`src/rtl/mux_rr_nto1.sv`:
```
// N-to-1 registered multiplexer with fixed-select or round-robin arbitration.
// A single output register holds one word, so a new word is taken whenever that register is free.
module mux_rr_nto1 #(
    parameter int SIZE = 32,
    parameter int N    = 4,
    localparam int SELW = (N > 1) ? $clog2(N) : 1
) (
    input  logic                CLK,
    input  logic                RESET,
    input  logic                mode,
    input  logic [SELW-1:0]     select,
    input  logic [N-1:0]        dato_valid,
    input  logic [N*SIZE-1:0]   dato,
    output logic [N-1:0]        dato_ready,
    output logic [SIZE-1:0]     salida,
    output logic                salida_valid,
    input  logic                salida_ready,
    output logic [SELW-1:0]     salida_ch
);

    logic [SIZE-1:0] r_salida;
    logic            r_valid;
    logic [SELW-1:0] r_ch;
    logic [SELW-1:0] r_ptr;

    logic            w_free;
    logic            w_cand;
    logic            w_take;
    logic [SELW-1:0] w_gidx;
    logic [SELW-1:0] w_next_ptr;
    logic [SIZE-1:0] w_word;
    int              w_idx;

    assign w_free = !r_valid || salida_ready;

    // Candidate search; an out-of-range select matches no channel.
    always_comb begin
        w_cand = 1'b0;
        w_gidx = '0;
        w_idx  = 0;
        if (!mode) begin
            for (int i = 0; i < N; i++) begin
                if (select == SELW'(i) && dato_valid[i]) begin
                    w_cand = 1'b1;
                    w_gidx = SELW'(i);
                end
            end
        end else begin
            for (int k = 0; k < N; k++) begin
                w_idx = int'(r_ptr) + k;
                if (w_idx >= N) begin
                    w_idx = w_idx - N;
                end
                if (!w_cand && dato_valid[SELW'(w_idx)]) begin
                    w_cand = 1'b1;
                    w_gidx = SELW'(w_idx);
                end
            end
        end
    end

    assign w_take     = w_cand && w_free && !RESET;
    assign w_next_ptr = (int'(w_gidx) == N - 1) ? '0 : w_gidx + SELW'(1);

    always_comb begin
        w_word = '0;
        for (int i = 0; i < N; i++) begin
            if (w_gidx == SELW'(i)) begin
                w_word = dato[i*SIZE +: SIZE];
            end
        end
    end

    always_comb begin
        dato_ready = '0;
        if (w_take) begin
            dato_ready[w_gidx] = 1'b1;
        end
    end

    // A grant takes priority over the drain, which keeps valid high on back-to-back words.
    always_ff @(posedge CLK) begin
        if (RESET) begin
            r_salida <= '0;
            r_valid  <= 1'b0;
            r_ch     <= '0;
            r_ptr    <= '0;
        end else if (w_take) begin
            r_salida <= w_word;
            r_ch     <= w_gidx;
            r_valid  <= 1'b1;
            if (mode) begin
                r_ptr <= w_next_ptr;
            end
        end else if (r_valid && salida_ready) begin
            r_valid <= 1'b0;
        end
    end

    assign salida       = r_salida;
    assign salida_valid = r_valid;
    assign salida_ch    = r_ch;

endmodule
```
`config.mk`:
```
export PLATFORM = sky130hd
export DESIGN_NAME = mux_rr_nto1
export DESIGN_NICKNAME = d
export VERILOG_FILES = /design/src/rtl/mux_rr_nto1.sv
export SDC_FILE = /design/constraint.sdc
export NUM_CORES = 1
export LEC_CHECK = 0
export CAP_MARGIN = 20
export CORE_MARGIN = 8
export CORE_UTILIZATION = 31
export CTS_CLUSTER_DIAMETER = 100
export DETAILED_ROUTE_END_ITERATION = 16
export PLACE_DENSITY = 0.75
export SETUP_SLACK_MARGIN = 0.2
export SYNTH_ARGS = -nofsm -noshare
export SYNTH_HDL_FRONTEND = slang
export SYNTH_SLANG_ARGS = --single-unit
```
`constraint.sdc`:
```
create_clock -name CLK -period 2.3 [get_ports CLK]
set_input_delay 0.345 -clock CLK [delete_from_list [all_inputs] [get_ports CLK]]
set_output_delay 0.345 -clock CLK [all_outputs]
set_load 0.03 [all_outputs]
```
-- Word-level counts from Yosys, hierarchy flattened
Cells that the tools add are included.
- register bits after elaboration: 37
- input port bits: 138
- output and inout bits: 39
- word-level logic and storage cells: 100
- $add $sub $neg: 8
- magnitude comparators: 10
- eq/ne operators: 7
- mux-type cells: 50
- reduce and logical (&&, ||, !) cells: 21
- operators by type and width (operator ; number):
    two-way mux 32 bit ; 4
    two-way mux 2 bit ; 16
    two-way mux 1 bit ; 24
    < comparator 2 x 4 -> 1 bit (second input constant) ; 4
    logical AND 1 bit ; 11
    greater-or-equal comparator 3 bit (second input constant) ; 3
    binary-select mux 1 bit (select 2 bit) ; 4
    equality test 2 bit (second input constant) ; 4
    subtractor 2 x 1 -> 2 bit (second input constant) ; 4
    adder 2 x 2 -> 3 bit (second input constant) ; 2
    equality test 2 x 1 -> 1 bit (second input constant) ; 3
    zero test 1 bit ; 5
    zero test 2 bit ; 2
    two-way mux 4 bit ; 1
    adder 2 x 1 -> 3 bit (second input constant) ; 1
    greater-or-equal comparator 2 x 3 -> 1 bit (second input constant) ; 1
    < comparator 2 x 3 -> 1 bit (second input constant) ; 1
    adder 2 x 1 -> 2 bit (second input constant) ; 1
    demux 1 bit (select 2 bit) ; 1
    greater-or-equal comparator 2 x 1 -> 1 bit (second input constant) ; 1
    AND reduction 2 bit ; 1
    nonzero test 2 bit ; 1
    logical OR 1 bit ; 1

-- Longest topological paths before layout
Gate-level depths: netlist of the first run.
- depth after elaboration: 25
- depth in mapped cells: 13
- gate-level depth less buffers: 11

-- Worst setup path before layout of the first run
No wires, ideal clock.
- kind: reg2out
- start point: reg r_ptr[1]
- end point: out dato_ready[1]
- arrival: 2.251 ns
- required time: 1.955 ns
- setup slack: -0.296 ns
- cell stages (with the launch flop): 9
- buffers on the path: 2
- cells stage by stage: dfxtp_1 -> o31ai_1 -> o2111a_1 -> nor3_1 -> ha_1 -> clkbuf_1 -> clkbuf_1 -> inv_1 -> nor2_1
- cells in the longest elaborated chain, start to end: 25
- elaborated cells between the ends (all ways): 58
- classes of those cells: add/sub (7); order compare (6); mux (36); reduce/logical (9)
- ends and longest elaborated chain (what ; line ; text):
    start, declared ; 24 ; logic [SELW-1:0] r_ptr;
    start signal, assigned ; 93 ; r_ptr <= w_next_ptr;
    greater-or-equal comparator 2 x 3 -> 1 bit / subtractor 2 x 1 -> 2 bit (equally long branches) ; 51, 52 ;
    two-way mux 2 bit ; 51 ; if (w_idx >= N) begin
    two-way mux 2 bit ; 41 ; if (!mode) begin
    binary-select mux 1 bit (select 2 bit) ; 54 ; if (!w_cand && dato_valid[SELW'(w_idx)]) begin
    two-way mux 1 bit (not written as such) (2 in a row) ; 54 ;
    two-way mux 1 bit ; 54 ;
    two-way mux 1 bit ; 41 ;
    zero test 1 bit ; 54 ;
    (+9 left out) ; n/a ;
    two-way mux 2 bit * ; 54 ;
    two-way mux 2 bit * ; 41 ;
    named net w_gidx[0] ; 29 ; logic [SELW-1:0] w_gidx;
    < comparator 2 x 3 -> 1 bit (not written as such) / greater-or-equal comparator 2 x 1 -> 1 bit (equally long branches) ; 77 ; dato_ready[w_gidx] = 1'b1;
    logical AND 1 bit (not written as such) ; 77 ;
    two-way mux 1 bit (not written as such) ; 77 ;
    demux 1 bit (select 2 bit) * ; 77 ;
    two-way mux 4 bit * ; 76 ; if (w_take) begin
    end, declared ; 14 ; output logic [N-1:0] dato_ready,
The timed path passes the listed nets; every way through them passes the cells marked *. The select of a mux whose other input is x is not followed.

-- Final worst setup path of the first run
- start point: reg r_ptr[1]
- end point: out dato_ready[2]
Same word-level chain as after synthesis.

==> metrics.txt, run 1 <==
Detail Route Antenna Nets 0; die area 10800 um2; min-delay src salida[24]; Hold Path Depth 2; Worst Skew approximately 0.0016 ns; worst-margin pin slew between 0.3 and 0.4 ns; initial core utilization 0.316; Synth cell types 33; final wirelength ~11 mm; post-synth top area cell dfxtp_1; Worst Path Arrival between 1.5 and 2 ns; Highest Clock Rate between 0.4 and 0.5 GHz; Synth area leaders dfxtp_1 31%, a221oi_1 12%, nand3b_1 10%, a21oi_1 7.7%, o21ai_0 6.9%; worst rel slew slack 0.752; HPWL Detailed roughly 8.0 mm; Core Footprint roughly 7600 um2; worst setup path class reg2out; Area Overhead vs Synth 113%; Hold Vio Cnt, Final 0; final setup fails 6; number of buffers created by CTS 5; global-route wire length before repair between 15 and 20 mm; H-tree levels 2; First-pass DRT Iterations 4; worst hold slack between 0.4 and 0.5 ns; diode count 0; cell area after layout 5120 um2; Post-Syn Area 2400 um2; Yosys warnings 0; routed len/inst 18.6 um; crit-path cells o31ai_2 -> o2111a_1 -> nor3_2 -> inv_2 -> buf_6 -> ha_4 -> inv_4 -> buf_12 -> nor2_4 -> buf_6; Seq. cell area 748 um2; # placed instances between 500 and 600; multi-input combinational cell area 1870 um2; CP Launch Type register; Root Driver clkbuf_8; Reg2Reg Setup Slack -0.02 ns; Filler Cell Count 635; Reg2Reg Depth 12; hold endpoint salida[24]; WP data required ~2 ns; outcome complete, but fails checks; Worst R2R End salida[16]; Worst Setup End Kind output pin; leakage power around 1.8 nW; Worst-Skew Late Latency 0.28 ns; cells after synthesis between 300 and 400; share of layout cells above drive strength 1 0.248; Cell Count, Final, Fillers Out 615; syn_nets 459; initial antenna violation count 0; Mean Syn Cell Area 7.57 um2; Tmin final 2.33 ns; CP max FO 7; Final #Nets about 650; RSZ-0062 raised after global routing yes; Largest stage delay, worst path 0.40 ns; cell mode on critical path buf_6; I/O pin count around 180; Cell Pwr Density about 570 nW/um2; #FFs+latches synth 37; Die Wd 104 um; max cap viols 0; FF-to-FF Start r_ptr[1]; CP max-delay cell dfxtp_4; GRT overflow 0; DP Area between 4000 and 5000 um2; CTS clock-pin slew for the worst setup and hold paths ~0.08 ns; Avg Vias per Cell around 5.3; IO buf count 176; Iteration-0 DRC Markers 79; die height about 100 um; GRT Total Usage 0.200; Hold Crit Class reg2reg; via count approximately 3300; Slew Viols, Final 0; post-synth top area share 0.308; CTS tree built; clock tree buffer depth 2; # rows 32; final worst-path cycle share 1.01; gp weighted congestion between 0.8 and 0.9; Residual DRC 0; largest net degree at the start of global routing 38; setup slack after layout -0.0279 ns; vias in the first global route 3450; Max VDD drop 0.361 mV; sequential share of the synthesized area 0.308; clk sinks 37; violated checks setup timing
-- worst max path at each step --
stage                     slack [ns]            end  cells past startpoint     startpoint
final                          -0.03  dato_ready[2]                     10       r_ptr[1]
after global placement         -0.97     salida[26]                     12  dato_valid[2]
after CTS                      -0.04  dato_ready[2]                     10       r_ptr[1]
after global routing           -0.12      salida[1]                     13       r_ptr[1]
after floorplan                 0.19     salida[10]                     13           mode
after detailed placement       -1.13     salida[10]                     12  dato_valid[2]
-- final cells by class --
| cell class | count | share of cell area |
|---|---|---|
| Clock buffer | 7 | 0.0169 |
| Sequential cell | 37 | 0.146 |
| Tap cell | 102 | 0.0249 |
| Inverter | 9 | 0.00758 |
| Timing Repair Buffer | 220 | 0.434 |
| Multi-Input combinational cell | 239 | 0.365 |
| Clock inverter | 1 | 0.00587 |
-- cell usage in the layout, fill, tap and decap left out, drive strengths merged, types with 2 or more instances in the layout --
cell type / n
nor2b: 4
dlygate4sd2: 2
nor3: 32
nor2: 38
and2: 2
mux2: 2
clkdlybuf4s15: 4
buf: 48
a21oi: 37
mux2i: 2
nand2: 3
ha: 4
clkbuf: 8
dfxtp: 37
inv: 9
nand3b: 32
nand2b: 2
o21ai: 38
clkdlybuf4s50: 165
a221oi: 33
-- kinds of logic (layout without fill, tap and decap cells) --
kind of cell / after synthesis / after routing / synth area share
adders and majority gates: 4 / 4 / 0.0208
buffers and inverters: 42 / 237 / 0.0823
and+or+nand+nor: 115 / 116 / 0.257
muxes: 5 / 5 / 0.0271
DFF: 37 / 37 / 0.308
AOI/OAI and AO/OA: 114 / 114 / 0.304
-- registers in the layout, indices dropped and copies added, names as in the netlist --
register / cells
salida: 32
salida_valid: 1
salida_ch: 2
r_ptr: 2
-- synthesized netlist by cell type --
cell type / count
nor2b_1: 3
a211oi_1: 1
and2_1: 2
a21o_1: 1
nor3_1: 32
nand4_1: 1
buf_2: 3
a221oi_2: 1
dfxtp_1: 37
o21ai_4: 1
a21oi_1: 37
inv_1: 9
nand2_1: 3
o2111a_1: 1
a31oi_1: 1
o31ai_1: 1
nor3b_1: 1
nor4_1: 1
o21ai_1: 4
nand3b_1: 32
mux2i_1: 2
buf_6: 4
nand2b_1: 2
ha_1: 4
clkbuf_2: 2
nor2_1: 38
mux2_2: 2
a221oi_1: 32
o21a_1: 1
o21ai_0: 33
mux4_2: 1
buf_4: 1
clkbuf_1: 23
-- metal layers --
metal  track usage  routed length (um)
met5             0                   0
met4        0.0548                 235
met3        0.0595                 893
met2         0.349                5560
met1         0.229                4730
-- where the power goes --
group | switching (mW) | internal (mW)
Combinational | 0.754 | 0.788
Sequential | 0.0601 | 0.740
Clock | 0.240 | 0.354
-- critical path, delay by kind of cell (launching register included) --
family                     cells  cell delay, ns
AOI/OAI and AO/OA              2            0.33
adders and majority gates      1            0.17
buffers and inverters          5            0.52
DFF                            1            0.40
and+or+nand+nor                2            0.28
-- through the flow --
stage	worst slack (ns)	util	TNS (ns)	total power, mW
6_report	-0.0279	0.673	-0.0938	2.93
5_1_grt	-0.120	0.673	-2.10	3.08
4_1_cts	-0.0438	0.654	-0.233	2.88
3_5_place_dp	-1.13	0.602	-35.57	2.14
3_3_place_gp	-0.974	0.602	-31.00	2.12
2_1_floorplan	0.191	-	0	1.57
-- what timing repair did --
action,CTS,global route
gates cloned,2,0
pin swaps,9,25
hold buffers,0,0
setup buffers,13,3
endpoints found under the setup margin,36,36
gates resized for setup,49,43
No activity file was read; power rests on OpenSTA's default activity.
==> run 2, diff against run 1 <==
--- a/config.mk
+++ b/config.mk
@@ -10,6 +10,8 @@
 export CORE_UTILIZATION = 31
 export CTS_CLUSTER_DIAMETER = 100
 export DETAILED_ROUTE_END_ITERATION = 16
+export GPL_ROUTABILITY_DRIVEN = 0
+export MAX_ROUTING_LAYER = met4
 export PLACE_DENSITY = 0.75
 export SETUP_SLACK_MARGIN = 0.2
 export SYNTH_ARGS = -nofsm -noshare
==> run 2 against run 1 <==
The run still ends with setup timing left. Worst setup slack improved by 0.0040 ns. Register-to-register slack about the same. Critical path depth unchanged. Cell count unchanged.
==> metrics.txt, run 2 (synthesized netlist as in run 1, its figures left out) <==
outcome complete, but fails checks; violated checks setup timing; Area Overhead vs Synth 113% (unchanged); hold_buf cts 0 (unchanged); CP delay by family, top buffers and inverters; final wirelength 11.4 mm (about the same); multi-input combinational cell area 1870 um2 (unchanged); CTS tree built; Avg Vias per Cell 5.26 (-0.58%); # rows 32 (unchanged); diode count 0 (unchanged); worst-margin pin slew 0.366 ns (-0.00415 ns); CTS clock-pin slew for the worst setup and hold paths 0.08 ns (about the same); Final #Nets 654 (unchanged); initial core utilization 0.316 (unchanged); Iteration-0 DRC Markers 114 (+44%); Worst Skew 0.00166 ns (+0.0000211 ns); Worst-Skew Late Latency 0.28 ns (about the same); largest net degree at the start of global routing 38 (unchanged); # placed instances 589 (unchanged); clock tree buffer depth 2 (unchanged); final setup fails 6 (unchanged); leakage power 1.83 nW (unchanged); setup slack after layout -0.0239 ns (+0.00402 ns); share of layout cells above drive strength 1 0.248 (unchanged); clk sinks 37 (unchanged); Worst Setup End Kind output pin; crit-path cells o31ai_2 -> o2111a_1 -> nor3_2 -> inv_2 -> buf_6 -> ha_4 -> inv_4 -> buf_12 -> nor2_4 -> buf_6; Highest Clock Rate 0.430 GHz (+0.17%); CP max FO 7 (unchanged); Buf/Inv on CP 5 (unchanged); via count 3235 (-0.58%); Slew Viols, Final 0 (unchanged); WP data required 1.96 ns (about the same); Largest stage delay, worst path 0.40 ns (about the same); Seq. cell area 748 um2 (unchanged); Max VDD drop 0.361 mV (about the same); Reg2Reg Setup Slack -0.02 ns (about the same); worst setup path class reg2out; Cell Pwr Density 573 nW/um2 (about the same); Worst Path Arrival 1.98 ns (about the same); vias in the first global route 3453 (+0.087%); CP max-delay cell dfxtp_4; Filler Cell Count 635 (unchanged); max cap viols 0 (unchanged); Cell Count, Final, Fillers Out 615 (unchanged); Core Footprint 7610 um2 (unchanged); most common cell after layout, fill and taps aside clkdlybuf4s50_1; Tmin final 2.32 ns (-0.00402 ns); number of buffers created by CTS 5 (unchanged); Residual DRC 0 (unchanged); IO buf count 176 (unchanged); initial antenna violation count 0 (unchanged); HPWL Detailed 8.02 mm (unchanged); most frequent cells in the layout 165 x clkdlybuf4s50_1, 35 x dfxtp_1, 34 x a21oi_1; First-pass DRT Iterations 4 (unchanged); GRT Total Usage 0.205 (+0.00572); Root Driver clkbuf_8; final worst-path cycle share 1.01 (-0.00175); H-tree levels 2 (unchanged); cell mode on critical path buf_6; Die Wd 104 um (unchanged); global-route wire length before repair 18.0 mm (about the same); die area 10800 um2 (unchanged); RSZ-0062 raised after global routing yes; routed len/inst 18.6 um (about the same); die height 104 um (unchanged); GRT overflow 0 (unchanged); worst rel slew slack 0.755 (+0.00278); pre-CTS WS -1.13 ns (unchanged); Hold Crit Class reg2reg; CP Launch Type register; Detail Route Antenna Nets 0 (unchanged); max FFs per register 32 (unchanged); I/O pin count 177 (unchanged); Hold Vio Cnt, Final 0 (unchanged)
run 2: cell counts in the layout (fill, tap and decap cells not counted):
No cell type changed its count.
run 2: timing repair:
item,in CTS,in global routing
resized for setup,49,43
buffers inserted,13,3
pin swaps,9,25
cloned,2,0
endpoints found under the setup margin,36,36
run 2: cell type report:
type | instances | area share
inverters | 9 | 0.00758
well taps | 102 | 0.0249
clock buffers | 7 | 0.0169
flip-flops and latches | 37 | 0.146
repair buffers | 220 | 0.434
clock inverters | 1 | 0.00587
multi-input cells | 239 | 0.365
run 2: path summary, 6_finish.rpt:
check             cells after the start  startpoint       endpoint
setup / recovery                     10    r_ptr[1]  dato_ready[2]
hold / removal                        2  salida[24]     salida[24]
setup reg to reg                     12    r_ptr[1]     salida[16]
hold reg to reg                       2  salida[24]     salida[24]
run 2: worst min-delay path: stages, from the launching register on:
cell	delay (ns)
dfxtp_1	0.31
nand3b_1	0.07
o21ai_1	0.05
run 2: stage by stage:
step           utilization  hold WS (ns)  cell area (um2)  power, mW  TNS, ns
3_5_place_dp         0.602         0.467             4580       2.14   -35.57
2_1_floorplan            -         0.515             2750       1.57        0
5_1_grt              0.673         0.498             5120       3.08    -2.10
4_1_cts              0.654         0.481             4970       2.88   -0.233
3_3_place_gp         0.602         0.457             4580       2.12   -31.00
6_report             0.673         0.480             5120       2.93  -0.0764
run 2: report_power, final:
| part | switching (mW) | leakage [nW] | internal, mW | total [mW] |
|---|---|---|---|---|
| logic | 0.753 | 1.46 | 0.788 | 1.54 |
| clock network | 0.240 | 0.0585 | 0.354 | 0.594 |
| registers | 0.0604 | 0.307 | 0.740 | 0.800 |
| total | 1.05 | 1.83 | 1.88 | 2.93 |
run 2: layer usage:
metal,vias up,part of all wire,track usage
met5,-,0,-
met3,20,0.062,0.0471
met2,130,0.49,0.349
li1,1569,-,-
met4,0,0.021,0.0548
met1,1516,0.43,0.237
